[config.mk]
export PLATFORM = sky130hd
export DESIGN_NAME = alu_operand_stage_flat
export DESIGN_NICKNAME = d
export VERILOG_FILES = /design/src/rtl/alu_pkg.sv /design/src/rtl/alu_operand_stage_if.sv /design/src/rtl/alu_operand_stage_fwd_mux.sv /design/src/rtl/alu_operand_stage.sv /design/src/flat_wrapper.sv
export SDC_FILE = /design/constraint.sdc
export NUM_CORES = 1
export LEC_CHECK = 0
export ABC_AREA = 1
export BUFFER_PORTS_ARGS = -buffer_cell sky130_fd_sc_hd__buf_2
export CAP_MARGIN = 20
export CELL_PAD_IN_SITES_DETAIL_PLACEMENT = 0
export CELL_PAD_IN_SITES_GLOBAL_PLACEMENT = 1
export CORE_MARGIN = 10
export CORE_UTILIZATION = 25
export CTS_CLUSTER_SIZE = 40
export DETAILED_ROUTE_END_ITERATION = 10
export PLACE_DENSITY_LB_ADDON = 0.1
export REMOVE_ABC_BUFFERS = 1
export SYNTH_ARGS = -nofsm -noshare
export SYNTH_HDL_FRONTEND = slang
export SYNTH_SLANG_ARGS = --single-unit
[constraint.sdc]
create_clock -name clk -period 1.9 [get_ports clk]
set_input_delay 0.19 -clock clk [delete_from_list [all_inputs] [get_ports clk]]
set_output_delay 0.19 -clock clk [all_outputs]
set_load 0.02 [all_outputs]
[src/rtl/alu_pkg.sv]
// Shared ALU definitions: op codes, operand select encodings and default widths.
package alu_pkg;

  localparam int unsigned XLEN_DEF = 32;
  localparam int unsigned OP_W_DEF = 4;
  localparam int unsigned RA_W_DEF = 5;

  localparam logic [OP_W_DEF-1:0] OP_AND  = 4'd0;
  localparam logic [OP_W_DEF-1:0] OP_OR   = 4'd1;
  localparam logic [OP_W_DEF-1:0] OP_XOR  = 4'd2;
  localparam logic [OP_W_DEF-1:0] OP_ADD  = 4'd3;
  localparam logic [OP_W_DEF-1:0] OP_SUB  = 4'd4;
  localparam logic [OP_W_DEF-1:0] OP_SLL  = 4'd5;
  localparam logic [OP_W_DEF-1:0] OP_SRL  = 4'd6;
  localparam logic [OP_W_DEF-1:0] OP_SRA  = 4'd7;
  localparam logic [OP_W_DEF-1:0] OP_SLT  = 4'd8;
  localparam logic [OP_W_DEF-1:0] OP_SLTU = 4'd9;

  localparam logic A_SEL_RS1 = 1'b0;
  localparam logic A_SEL_PC  = 1'b1;
  localparam logic B_SEL_RS2 = 1'b0;
  localparam logic B_SEL_IMM = 1'b1;

endpackage

[src/rtl/alu_operand_stage_if.sv]
// Decode/forward inputs and ALU-side outputs of the ID/EX operand stage.
interface alu_operand_stage_if #(
  parameter int unsigned XLEN = alu_pkg::XLEN_DEF,
  parameter int unsigned OP_W = alu_pkg::OP_W_DEF,
  parameter int unsigned RA_W = alu_pkg::RA_W_DEF
);
  logic            flush;
  logic            in_valid;
  logic            in_ready;
  logic [OP_W-1:0] in_op;
  logic [XLEN-1:0] in_pc;
  logic [RA_W-1:0] in_rs1_addr;
  logic [RA_W-1:0] in_rs2_addr;
  logic [XLEN-1:0] in_rs1_data;
  logic [XLEN-1:0] in_rs2_data;
  logic [XLEN-1:0] in_imm;
  logic            in_a_sel;
  logic            in_b_sel;
  logic            fwd_mem_valid;
  logic [RA_W-1:0] fwd_mem_rd;
  logic [XLEN-1:0] fwd_mem_data;
  logic            fwd_wb_valid;
  logic [RA_W-1:0] fwd_wb_rd;
  logic [XLEN-1:0] fwd_wb_data;
  logic            out_valid;
  logic            out_ready;
  logic [OP_W-1:0] out_op;
  logic [XLEN-1:0] out_A;
  logic [XLEN-1:0] out_B;
  logic [XLEN-1:0] out_rs2;

  modport master (
    output flush, in_valid, in_op, in_pc, in_rs1_addr, in_rs2_addr,
           in_rs1_data, in_rs2_data, in_imm, in_a_sel, in_b_sel,
           fwd_mem_valid, fwd_mem_rd, fwd_mem_data,
           fwd_wb_valid, fwd_wb_rd, fwd_wb_data, out_ready,
    input  in_ready, out_valid, out_op, out_A, out_B, out_rs2
  );

  modport slave (
    input  flush, in_valid, in_op, in_pc, in_rs1_addr, in_rs2_addr,
           in_rs1_data, in_rs2_data, in_imm, in_a_sel, in_b_sel,
           fwd_mem_valid, fwd_mem_rd, fwd_mem_data,
           fwd_wb_valid, fwd_wb_rd, fwd_wb_data, out_ready,
    output in_ready, out_valid, out_op, out_A, out_B, out_rs2
  );
endinterface

[src/rtl/alu_operand_stage_fwd_mux.sv]
// Resolves one source operand: x0 forces zero, then EX/MEM, then MEM/WB, then register file.
module fwd_mux #(
  parameter int unsigned XLEN = alu_pkg::XLEN_DEF,
  parameter int unsigned RA_W = alu_pkg::RA_W_DEF
) (
  input  logic [RA_W-1:0] addr,
  input  logic [XLEN-1:0] rf_data,
  input  logic            mem_valid,
  input  logic [RA_W-1:0] mem_rd,
  input  logic [XLEN-1:0] mem_data,
  input  logic            wb_valid,
  input  logic [RA_W-1:0] wb_rd,
  input  logic [XLEN-1:0] wb_data,
  output logic [XLEN-1:0] data_c
);

  always_comb begin
    data_c = rf_data;
    if (addr == RA_W'(0)) begin
      data_c = XLEN'(0);
    end else if (mem_valid && (mem_rd == addr)) begin
      data_c = mem_data;
    end else if (wb_valid && (wb_rd == addr)) begin
      data_c = wb_data;
    end
  end

endmodule

[src/rtl/alu_operand_stage.sv]
// ID/EX register feeding the ALU: forwards sources, selects A/B, holds one entry under valid/ready.
module alu_operand_stage
  import alu_pkg::*;
#(
  parameter int unsigned XLEN = XLEN_DEF,
  parameter int unsigned OP_W = OP_W_DEF,
  parameter int unsigned RA_W = RA_W_DEF
) (
  input logic                clk,
  input logic                rst,
  alu_operand_stage_if.slave bus
);

  logic [XLEN-1:0] rs1_fwd_c;
  logic [XLEN-1:0] rs2_fwd_c;
  logic [XLEN-1:0] a_nxt_c;
  logic [XLEN-1:0] b_nxt_c;
  logic            ready_c;
  logic            transfer_c;

  logic            valid_q;
  logic [OP_W-1:0] op_q;
  logic [XLEN-1:0] a_q;
  logic [XLEN-1:0] b_q;
  logic [XLEN-1:0] rs2_q;

  fwd_mux #(.XLEN(XLEN), .RA_W(RA_W)) u_fwd_rs1 (
    .addr      (bus.in_rs1_addr),
    .rf_data   (bus.in_rs1_data),
    .mem_valid (bus.fwd_mem_valid),
    .mem_rd    (bus.fwd_mem_rd),
    .mem_data  (bus.fwd_mem_data),
    .wb_valid  (bus.fwd_wb_valid),
    .wb_rd     (bus.fwd_wb_rd),
    .wb_data   (bus.fwd_wb_data),
    .data_c    (rs1_fwd_c)
  );

  fwd_mux #(.XLEN(XLEN), .RA_W(RA_W)) u_fwd_rs2 (
    .addr      (bus.in_rs2_addr),
    .rf_data   (bus.in_rs2_data),
    .mem_valid (bus.fwd_mem_valid),
    .mem_rd    (bus.fwd_mem_rd),
    .mem_data  (bus.fwd_mem_data),
    .wb_valid  (bus.fwd_wb_valid),
    .wb_rd     (bus.fwd_wb_rd),
    .wb_data   (bus.fwd_wb_data),
    .data_c    (rs2_fwd_c)
  );

  // Flush blocks acceptance so the squashed instruction is never captured.
  always_comb begin
    ready_c    = 1'b0;
    transfer_c = 1'b0;
    a_nxt_c    = rs1_fwd_c;
    b_nxt_c    = rs2_fwd_c;
    ready_c    = !bus.flush && (!valid_q || bus.out_ready);
    transfer_c = bus.in_valid && ready_c;
    if (bus.in_a_sel == A_SEL_PC) begin
      a_nxt_c = bus.in_pc;
    end
    if (bus.in_b_sel == B_SEL_IMM) begin
      b_nxt_c = bus.in_imm;
    end
  end

  always_ff @(posedge clk) begin
    if (rst) begin
      valid_q <= 1'b0;
      op_q    <= OP_W'(0);
      a_q     <= XLEN'(0);
      b_q     <= XLEN'(0);
      rs2_q   <= XLEN'(0);
    end else if (bus.flush) begin
      valid_q <= 1'b0;
    end else if (transfer_c) begin
      valid_q <= 1'b1;
      op_q    <= bus.in_op;
      a_q     <= a_nxt_c;
      b_q     <= b_nxt_c;
      rs2_q   <= rs2_fwd_c;
    end else if (bus.out_ready) begin
      valid_q <= 1'b0;
    end
  end

  assign bus.in_ready  = ready_c;
  assign bus.out_valid = valid_q;
  assign bus.out_op    = op_q;
  assign bus.out_A     = a_q;
  assign bus.out_B     = b_q;
  assign bus.out_rs2   = rs2_q;

endmodule

[src/flat_wrapper.sv]
// flat-port wrapper written by rule: the top's interface ports become plain ports
module alu_operand_stage_flat import alu_pkg::*;
#(
  parameter int unsigned XLEN = XLEN_DEF,
  parameter int unsigned OP_W = OP_W_DEF,
  parameter int unsigned RA_W = RA_W_DEF
)
  (clk, rst, bus_flush, bus_in_valid, bus_in_op, bus_in_pc, bus_in_rs1_addr, bus_in_rs2_addr, bus_in_rs1_data, bus_in_rs2_data, bus_in_imm, bus_in_a_sel, bus_in_b_sel, bus_fwd_mem_valid, bus_fwd_mem_rd, bus_fwd_mem_data, bus_fwd_wb_valid, bus_fwd_wb_rd, bus_fwd_wb_data, bus_out_ready, bus_in_ready, bus_out_valid, bus_out_op, bus_out_A, bus_out_B, bus_out_rs2);
  alu_operand_stage_if #(.XLEN(XLEN), .OP_W(OP_W), .RA_W(RA_W)) bus_i ();
  input logic clk;
  input logic rst;
  input wire logic [$bits(bus_i.flush)-1:0] bus_flush;
  input wire logic [$bits(bus_i.in_valid)-1:0] bus_in_valid;
  input wire logic [$bits(bus_i.in_op)-1:0] bus_in_op;
  input wire logic [$bits(bus_i.in_pc)-1:0] bus_in_pc;
  input wire logic [$bits(bus_i.in_rs1_addr)-1:0] bus_in_rs1_addr;
  input wire logic [$bits(bus_i.in_rs2_addr)-1:0] bus_in_rs2_addr;
  input wire logic [$bits(bus_i.in_rs1_data)-1:0] bus_in_rs1_data;
  input wire logic [$bits(bus_i.in_rs2_data)-1:0] bus_in_rs2_data;
  input wire logic [$bits(bus_i.in_imm)-1:0] bus_in_imm;
  input wire logic [$bits(bus_i.in_a_sel)-1:0] bus_in_a_sel;
  input wire logic [$bits(bus_i.in_b_sel)-1:0] bus_in_b_sel;
  input wire logic [$bits(bus_i.fwd_mem_valid)-1:0] bus_fwd_mem_valid;
  input wire logic [$bits(bus_i.fwd_mem_rd)-1:0] bus_fwd_mem_rd;
  input wire logic [$bits(bus_i.fwd_mem_data)-1:0] bus_fwd_mem_data;
  input wire logic [$bits(bus_i.fwd_wb_valid)-1:0] bus_fwd_wb_valid;
  input wire logic [$bits(bus_i.fwd_wb_rd)-1:0] bus_fwd_wb_rd;
  input wire logic [$bits(bus_i.fwd_wb_data)-1:0] bus_fwd_wb_data;
  input wire logic [$bits(bus_i.out_ready)-1:0] bus_out_ready;
  output wire logic [$bits(bus_i.in_ready)-1:0] bus_in_ready;
  output wire logic [$bits(bus_i.out_valid)-1:0] bus_out_valid;
  output wire logic [$bits(bus_i.out_op)-1:0] bus_out_op;
  output wire logic [$bits(bus_i.out_A)-1:0] bus_out_A;
  output wire logic [$bits(bus_i.out_B)-1:0] bus_out_B;
  output wire logic [$bits(bus_i.out_rs2)-1:0] bus_out_rs2;
  assign bus_i.flush = bus_flush;
  assign bus_i.in_valid = bus_in_valid;
  assign bus_i.in_op = bus_in_op;
  assign bus_i.in_pc = bus_in_pc;
  assign bus_i.in_rs1_addr = bus_in_rs1_addr;
  assign bus_i.in_rs2_addr = bus_in_rs2_addr;
  assign bus_i.in_rs1_data = bus_in_rs1_data;
  assign bus_i.in_rs2_data = bus_in_rs2_data;
  assign bus_i.in_imm = bus_in_imm;
  assign bus_i.in_a_sel = bus_in_a_sel;
  assign bus_i.in_b_sel = bus_in_b_sel;
  assign bus_i.fwd_mem_valid = bus_fwd_mem_valid;
  assign bus_i.fwd_mem_rd = bus_fwd_mem_rd;
  assign bus_i.fwd_mem_data = bus_fwd_mem_data;
  assign bus_i.fwd_wb_valid = bus_fwd_wb_valid;
  assign bus_i.fwd_wb_rd = bus_fwd_wb_rd;
  assign bus_i.fwd_wb_data = bus_fwd_wb_data;
  assign bus_i.out_ready = bus_out_ready;
  assign bus_in_ready = bus_i.in_ready;
  assign bus_out_valid = bus_i.out_valid;
  assign bus_out_op = bus_i.out_op;
  assign bus_out_A = bus_i.out_A;
  assign bus_out_B = bus_i.out_B;
  assign bus_out_rs2 = bus_i.out_rs2;
  alu_operand_stage #(.XLEN(XLEN), .OP_W(OP_W), .RA_W(RA_W)) u_core (.clk(clk), .rst(rst), .bus(bus_i));
endmodule
==> metrics.yaml, run 1 <==
nets: 1483
grt_max_degree: 97
p_per_area_mw_per_mm2: 701
core-area_mm2: 0.0245
tightest_slew_ps: 668
die_area_mm2: 0.0319
vias_per_cell: 4.88
rows: 57
finalHoldViolCount: 0
clock_latency_ps: 360
ios: 327
power_mw: 5.94
port-buffer-count: 326
die_y_um: 179
path_clk_slew_ps: 80
start_util_pct: 25.6
drt_iter0_markers: 408
slew_headroom_pct: 55.2
p_leak_nw: 4.26
ys_seq_elements: 101
synth_seq_area_share_pct: 32.2
multi_input_comb_area_mm2: 0.00369
ir_drop_mv: 0.322
cts_buffer_depth: 2
area_growth_pct: 34.9
post_cts_buffers: 0
yosys_warnings: 0
synthCells: 972
critPathLaunchType: "input port"
synth_cell_types: 28
grt.total_usage_pct: 19.7
synth_area_mm2: 0.00628
grt_pass1_vias: 8034
routabilityCongestion: 0.800
fmax_mhz: 616
rsz0062_at_grt: "no"
cts_tree: "built"
slew_viol_final: 0
maxCapViolations: 0
end_kind: "register"
drcViolationCount: 0
setup_violations: 0
wl_mm: 32.3
fin_crit_sh_pct: 85.4
via_count: 7751
regArea_mm2: 0.00202
die_w_um: 179
synth_edf_count: 0
crit_type: "in -> reg"
cts_max_level: 3
fin_setup_tns_ps: 0
cts_buffers: 9
ys.flop_type: "dfxtp_1"
antenna_found_initial: 12
ant_nets: 0
cp.required_ps: 2180
fillers: 2842
drt-pass1-iter-count: 5
dp_hpwl_mm: 23.5
wl_per_cell_um: 20.4
synthArstFlopShare_pct: 0
cts_root_buf: "clkbuf_16"
fin_skew_ps: 12.1
status: "finished, final reports clean"
numClockSinks: 101
avgSynthCellArea_um2: 6.46
worstPathMaxFanout: 55
drive_above_1_share_pct: 33.3
grt_pass1_wl_mm: 48.4
fin_crit_ps: 1620
hold_class: "in -> reg"
cp.arrival_ps: 1910
overflow: 0
## cell usage after synthesis, types with 2 or more instances
master / number / area share, %
nor2_2: 4 / 0.40
buf_1: 3 / 0.18
nor3_1: 2 / 0.16
a21oi_1: 138 / 11
nand3_1: 131 / 10
buf_2: 22 / 1.8
nand4_1: 33 / 3.3
buf_6: 11 / 2.0
clkbuf_8: 5 / 1.1
inv_1: 18 / 1.1
o21ai_0: 99 / 7.9
inv_2: 6 / 0.36
dfxtp_1: 101 / 32
nand2_1: 180 / 11
buf_4: 11 / 1.3
nand3_4: 2 / 0.56
a21oi_2: 31 / 4.3
clkbuf_1: 24 / 1.4
o21ai_1: 2 / 0.16
nor2_1: 139 / 8.3
dlygate4sd1_1: 3 / 0.42
## cells in the final DEF, fill, tap and decap left out, types with 4 or more instances in the layout
| cell | netlist | layout |
|---|---|---|
| nor2_1 | 139 | 139 |
| a21oi_2 | 31 | 31 |
| nand2_1 | 180 | 180 |
| inv_2 | 6 | 6 |
| inv_1 | 18 | 16 |
| nand3_1 | 131 | 130 |
| nor2_4 | 0 | 4 |
| clkbuf_16 | 0 | 9 |
| buf_2 | 22 | 326 |
| buf_12 | 0 | 7 |
| buf_4 | 11 | 22 |
| dfxtp_1 | 101 | 101 |
| o21ai_0 | 99 | 99 |
| nand4_1 | 33 | 33 |
| a21oi_1 | 138 | 138 |
## critical path, cell delays in order
cell and delay, ps:
dlygate4sd3_1 530, buf_2 130, a21oi_2 160, nand2_4 80, inv_4 200, buf_12 280, o21ai_0 150, a21oi_1 160
## where the power goes
group | total [mW] | internal [mW] | leakage (nW) | switching, mW
clock | 2.07 | 1.16 | 0.145 | 0.915
sequential | 2.33 | 2.26 | 0.832 | 0.0723
combinational | 1.53 | 0.546 | 3.28 | 0.989
total | 5.94 | 3.97 | 4.26 | 1.98
## stage by stage
stage	instances	hold WS (ps)	util (%)	setup slack (ps)	area [um2]
final	1588	66.3	34.5	277	8470
after global routing	1587	57.8	34.5	141	8470
after CTS	1586	52.0	34.5	311	8470
after detailed placement	1570	395	33.2	294	8150
after global placement	1570	397	33.2	290	8150
after floorplan	891	259	-	-858	5760
## cells by family (layout without fill, tap and decap cells)
| kind of cell | Yosys count | after routing | share of synthesized area (%) |
|---|---|---|---|
| buffers and inverters | 105 | 395 | 9.80 |
| DFF | 101 | 101 | 32.2 |
| and+or+nand+nor | 494 | 494 | 34.3 |
| AOI/OAI and AO/OA | 272 | 272 | 23.7 |
| other | 0 | 2 | 0 |
## path summary, 6_finish.rpt
check                           cells after the start            startpoint  slack, ps                    to
worst max-delay path                                8             bus_flush        280   u_core.bus.out_A[0]
worst min register to register                      2  u_core.bus.out_op[3]        470  u_core.bus.out_op[3]
worst min-delay path                                3          bus_in_op[3]         70  u_core.bus.out_op[3]
worst max register to register                      6  u_core.bus.out_valid        390   u_core.bus.out_A[0]
## per-layer routing
layer  GRT usage, %  vias up  wire length, um
met2           32.4      260            15100
met4           3.03       18              203
met3           7.10       33             2860
met1           24.6     3553            14100
met5              0        -               92
li1               -     3887                -
## layout make-up
| type | instances | share of cell area (%) |
|---|---|---|
| Antenna cell | 2 | 0.0591 |
| Clock buffer | 10 | 2.70 |
| Clock inverter | 5 | 0.989 |
| Inverter | 24 | 1.09 |
| Multi-Input combinational cell | 766 | 43.5 |
| Sequential cell | 101 | 23.9 |
| Tap cell | 324 | 4.78 |
| Timing Repair Buffer | 356 | 23.0 |
## what timing repair did
item                                   in CTS  in global routing
gates resized for setup                     0                  0
endpoints found under the hold margin       1                  0
hold buffers                                1                  0
## sequential cells by signal (all words and copies together) (netlist names)
| name | count |
|---|---|
| u_core.bus.out_B | 32 |
| u_core.bus.out_valid | 1 |
| u_core.bus.out_rs2 | 32 |
| u_core.bus.out_op | 4 |
| u_core.bus.out_A | 32 |
Note: power is estimated with default switching activity, not from simulation.
==> run 2: changes to the inputs <==
--- a/config.mk
+++ b/config.mk
@@ -11,10 +11,11 @@
 export CELL_PAD_IN_SITES_DETAIL_PLACEMENT = 0
 export CELL_PAD_IN_SITES_GLOBAL_PLACEMENT = 1
 export CORE_MARGIN = 10
-export CORE_UTILIZATION = 25
+export CORE_UTILIZATION = 33
 export CTS_CLUSTER_SIZE = 40
 export DETAILED_ROUTE_END_ITERATION = 10
 export PLACE_DENSITY_LB_ADDON = 0.1
+export RECOVER_POWER = 100
 export REMOVE_ABC_BUFFERS = 1
 export SYNTH_ARGS = -nofsm -noshare
 export SYNTH_HDL_FRONTEND = slang
==> metrics.yaml, run 2 (synthesized netlist as in run 1, its figures left out) <==
fin_util_pct: 43.9
cts_buffers: 9
final_common_cell: "buf_2"
r2r_slack_ps: 360
fmax_mhz: 651
ir_drop_mv: 0.425
rows: 50
wl_per_cell_um: 19.7
layout.cells.most_common_list: "224 x buf_2, 180 x nand2_1, 139 x nor2_1"
critPathLaunchType: "register"
antenna_found_initial: 4
setup_violations: 0
wl_mm: 29.5
post_cts_buffers: 0
numClockSinks: 101
cp.required_ps: 2190
nets: 1483
hold_path_depth: 2
postCtsHoldBufs: 0
p_per_area_mw_per_mm2: 707
r2r_cells: 6
cts_root_buf: "clkbuf_16"
drcViolationCount: 0
drt_iter0_markers: 400
grt_pass1_vias: 7761
p_leak_nw: 3.86
vias_per_cell: 5.21
maxCapViolations: 0
cts_buffer_depth: 2
fin_crit_sh_pct: 80.8
worstPathMaxFanout: 29
via_count: 7811
die_w_um: 158
ios: 327
core-area_mm2: 0.0187
die_y_um: 158
status: "finished, final reports clean"
start_util_pct: 33.6
grt_max_degree: 104
r2r-start: "u_core.bus.out_valid"
cp.arrival_ps: 1830
drt-pass1-iter-count: 4
cts_max_level: 3
slew_viol_final: 0
min_from: "bus_flush"
worstHoldEndpoint: "u_core.bus.out_valid"
rsz0062_at_grt: "no"
slew_headroom_pct: 63.3
dp_hpwl_mm: 21.6
area_growth_pct: 30.7
overflow: 0
grt_pass1_wl_mm: 43.9
pre_cts_slack_ps: 405
grt.total_usage_pct: 22.4
ctsResizeCount: 0
r2r-end: "u_core.bus.out_A[29]"
end_kind: "register"
cts_tree: "built"
drive_above_1_share_pct: 25.3
hold_class: "in -> reg"
crit_type: "reg -> reg"
path_clk_slew_ps: 80
clock_latency_ps: 350
port-buffer-count: 326
fillers: 2112
fin_ws_ps: 365
tightest_slew_ps: 551
ant_nets: 0
die_area_mm2: 0.0250
fin_crit_ps: 1540
routabilityCongestion: 0.856
finalHoldViolCount: 0
fin_skew_ps: 10.2
[run 2: through the flow]
step	hold slack, ps	cell area [um2]	instances	setup TNS [ps]	total power, mW
after detailed placement	394	8020	1481	0	3.89
final	21.2	8210	1500	0	5.80
after global routing	23.2	8210	1499	0	6.10
after floorplan	259	5760	891	-81530	3.13
after CTS	4.19	8330	1497	0	5.91
after global placement	390	8020	1481	0	3.89
[run 2: worst max path at each step]
stage          slack (ps)              endpoint                  from
3_5_place_dp          400   u_core.bus.out_A[5]      bus_fwd_wb_rd[1]
2_1_floorplan        -860  u_core.bus.out_A[10]  u_core.bus.out_valid
4_1_cts               460  u_core.bus.out_B[13]  u_core.bus.out_valid
5_1_grt               170  u_core.bus.out_A[15]  u_core.bus.out_valid
3_3_place_gp          410  u_core.bus.out_B[27]    bus_in_rs2_addr[1]
6_report              360  u_core.bus.out_A[29]  u_core.bus.out_valid
[run 2: power breakdown]
part	switching (mW)	internal (mW)
sequential	0.0715	2.26
combinational	0.975	0.500
clock	0.912	1.08
[run 2: final cells by class]
cell class                      count  area, um2  area share [%]
Clock buffer                       11        243            2.96
Clock inverter                      5       67.6           0.823
Tap cell                          234        293            3.57
Multi-Input combinational cell    766       3680            44.9
Inverter                           24       91.3            1.11
Timing Repair Buffer              356       1800            21.9
Antenna cell                        3       7.51          0.0914
Sequential cell                   101       2020            24.6
[run 2: metal layers]
metal  global-route usage, %  vias up  share of wire (%)
li1                        -     3885                  -
met1                    26.7     3591                 41
met2                    38.0      302                 48
met3                    6.97       31                8.6
met4                    6.26        2                1.8
met5                       0        -              0.044
[run 2: worst max-delay path, cell delays in order, from the launching register on]
cell      delay [ps]
dfxtp_1          340
a21oi_2          170
nand2_2          110
clkinv_2          80
clkbuf_2         450
o21ai_0          180
a21oi_2          120
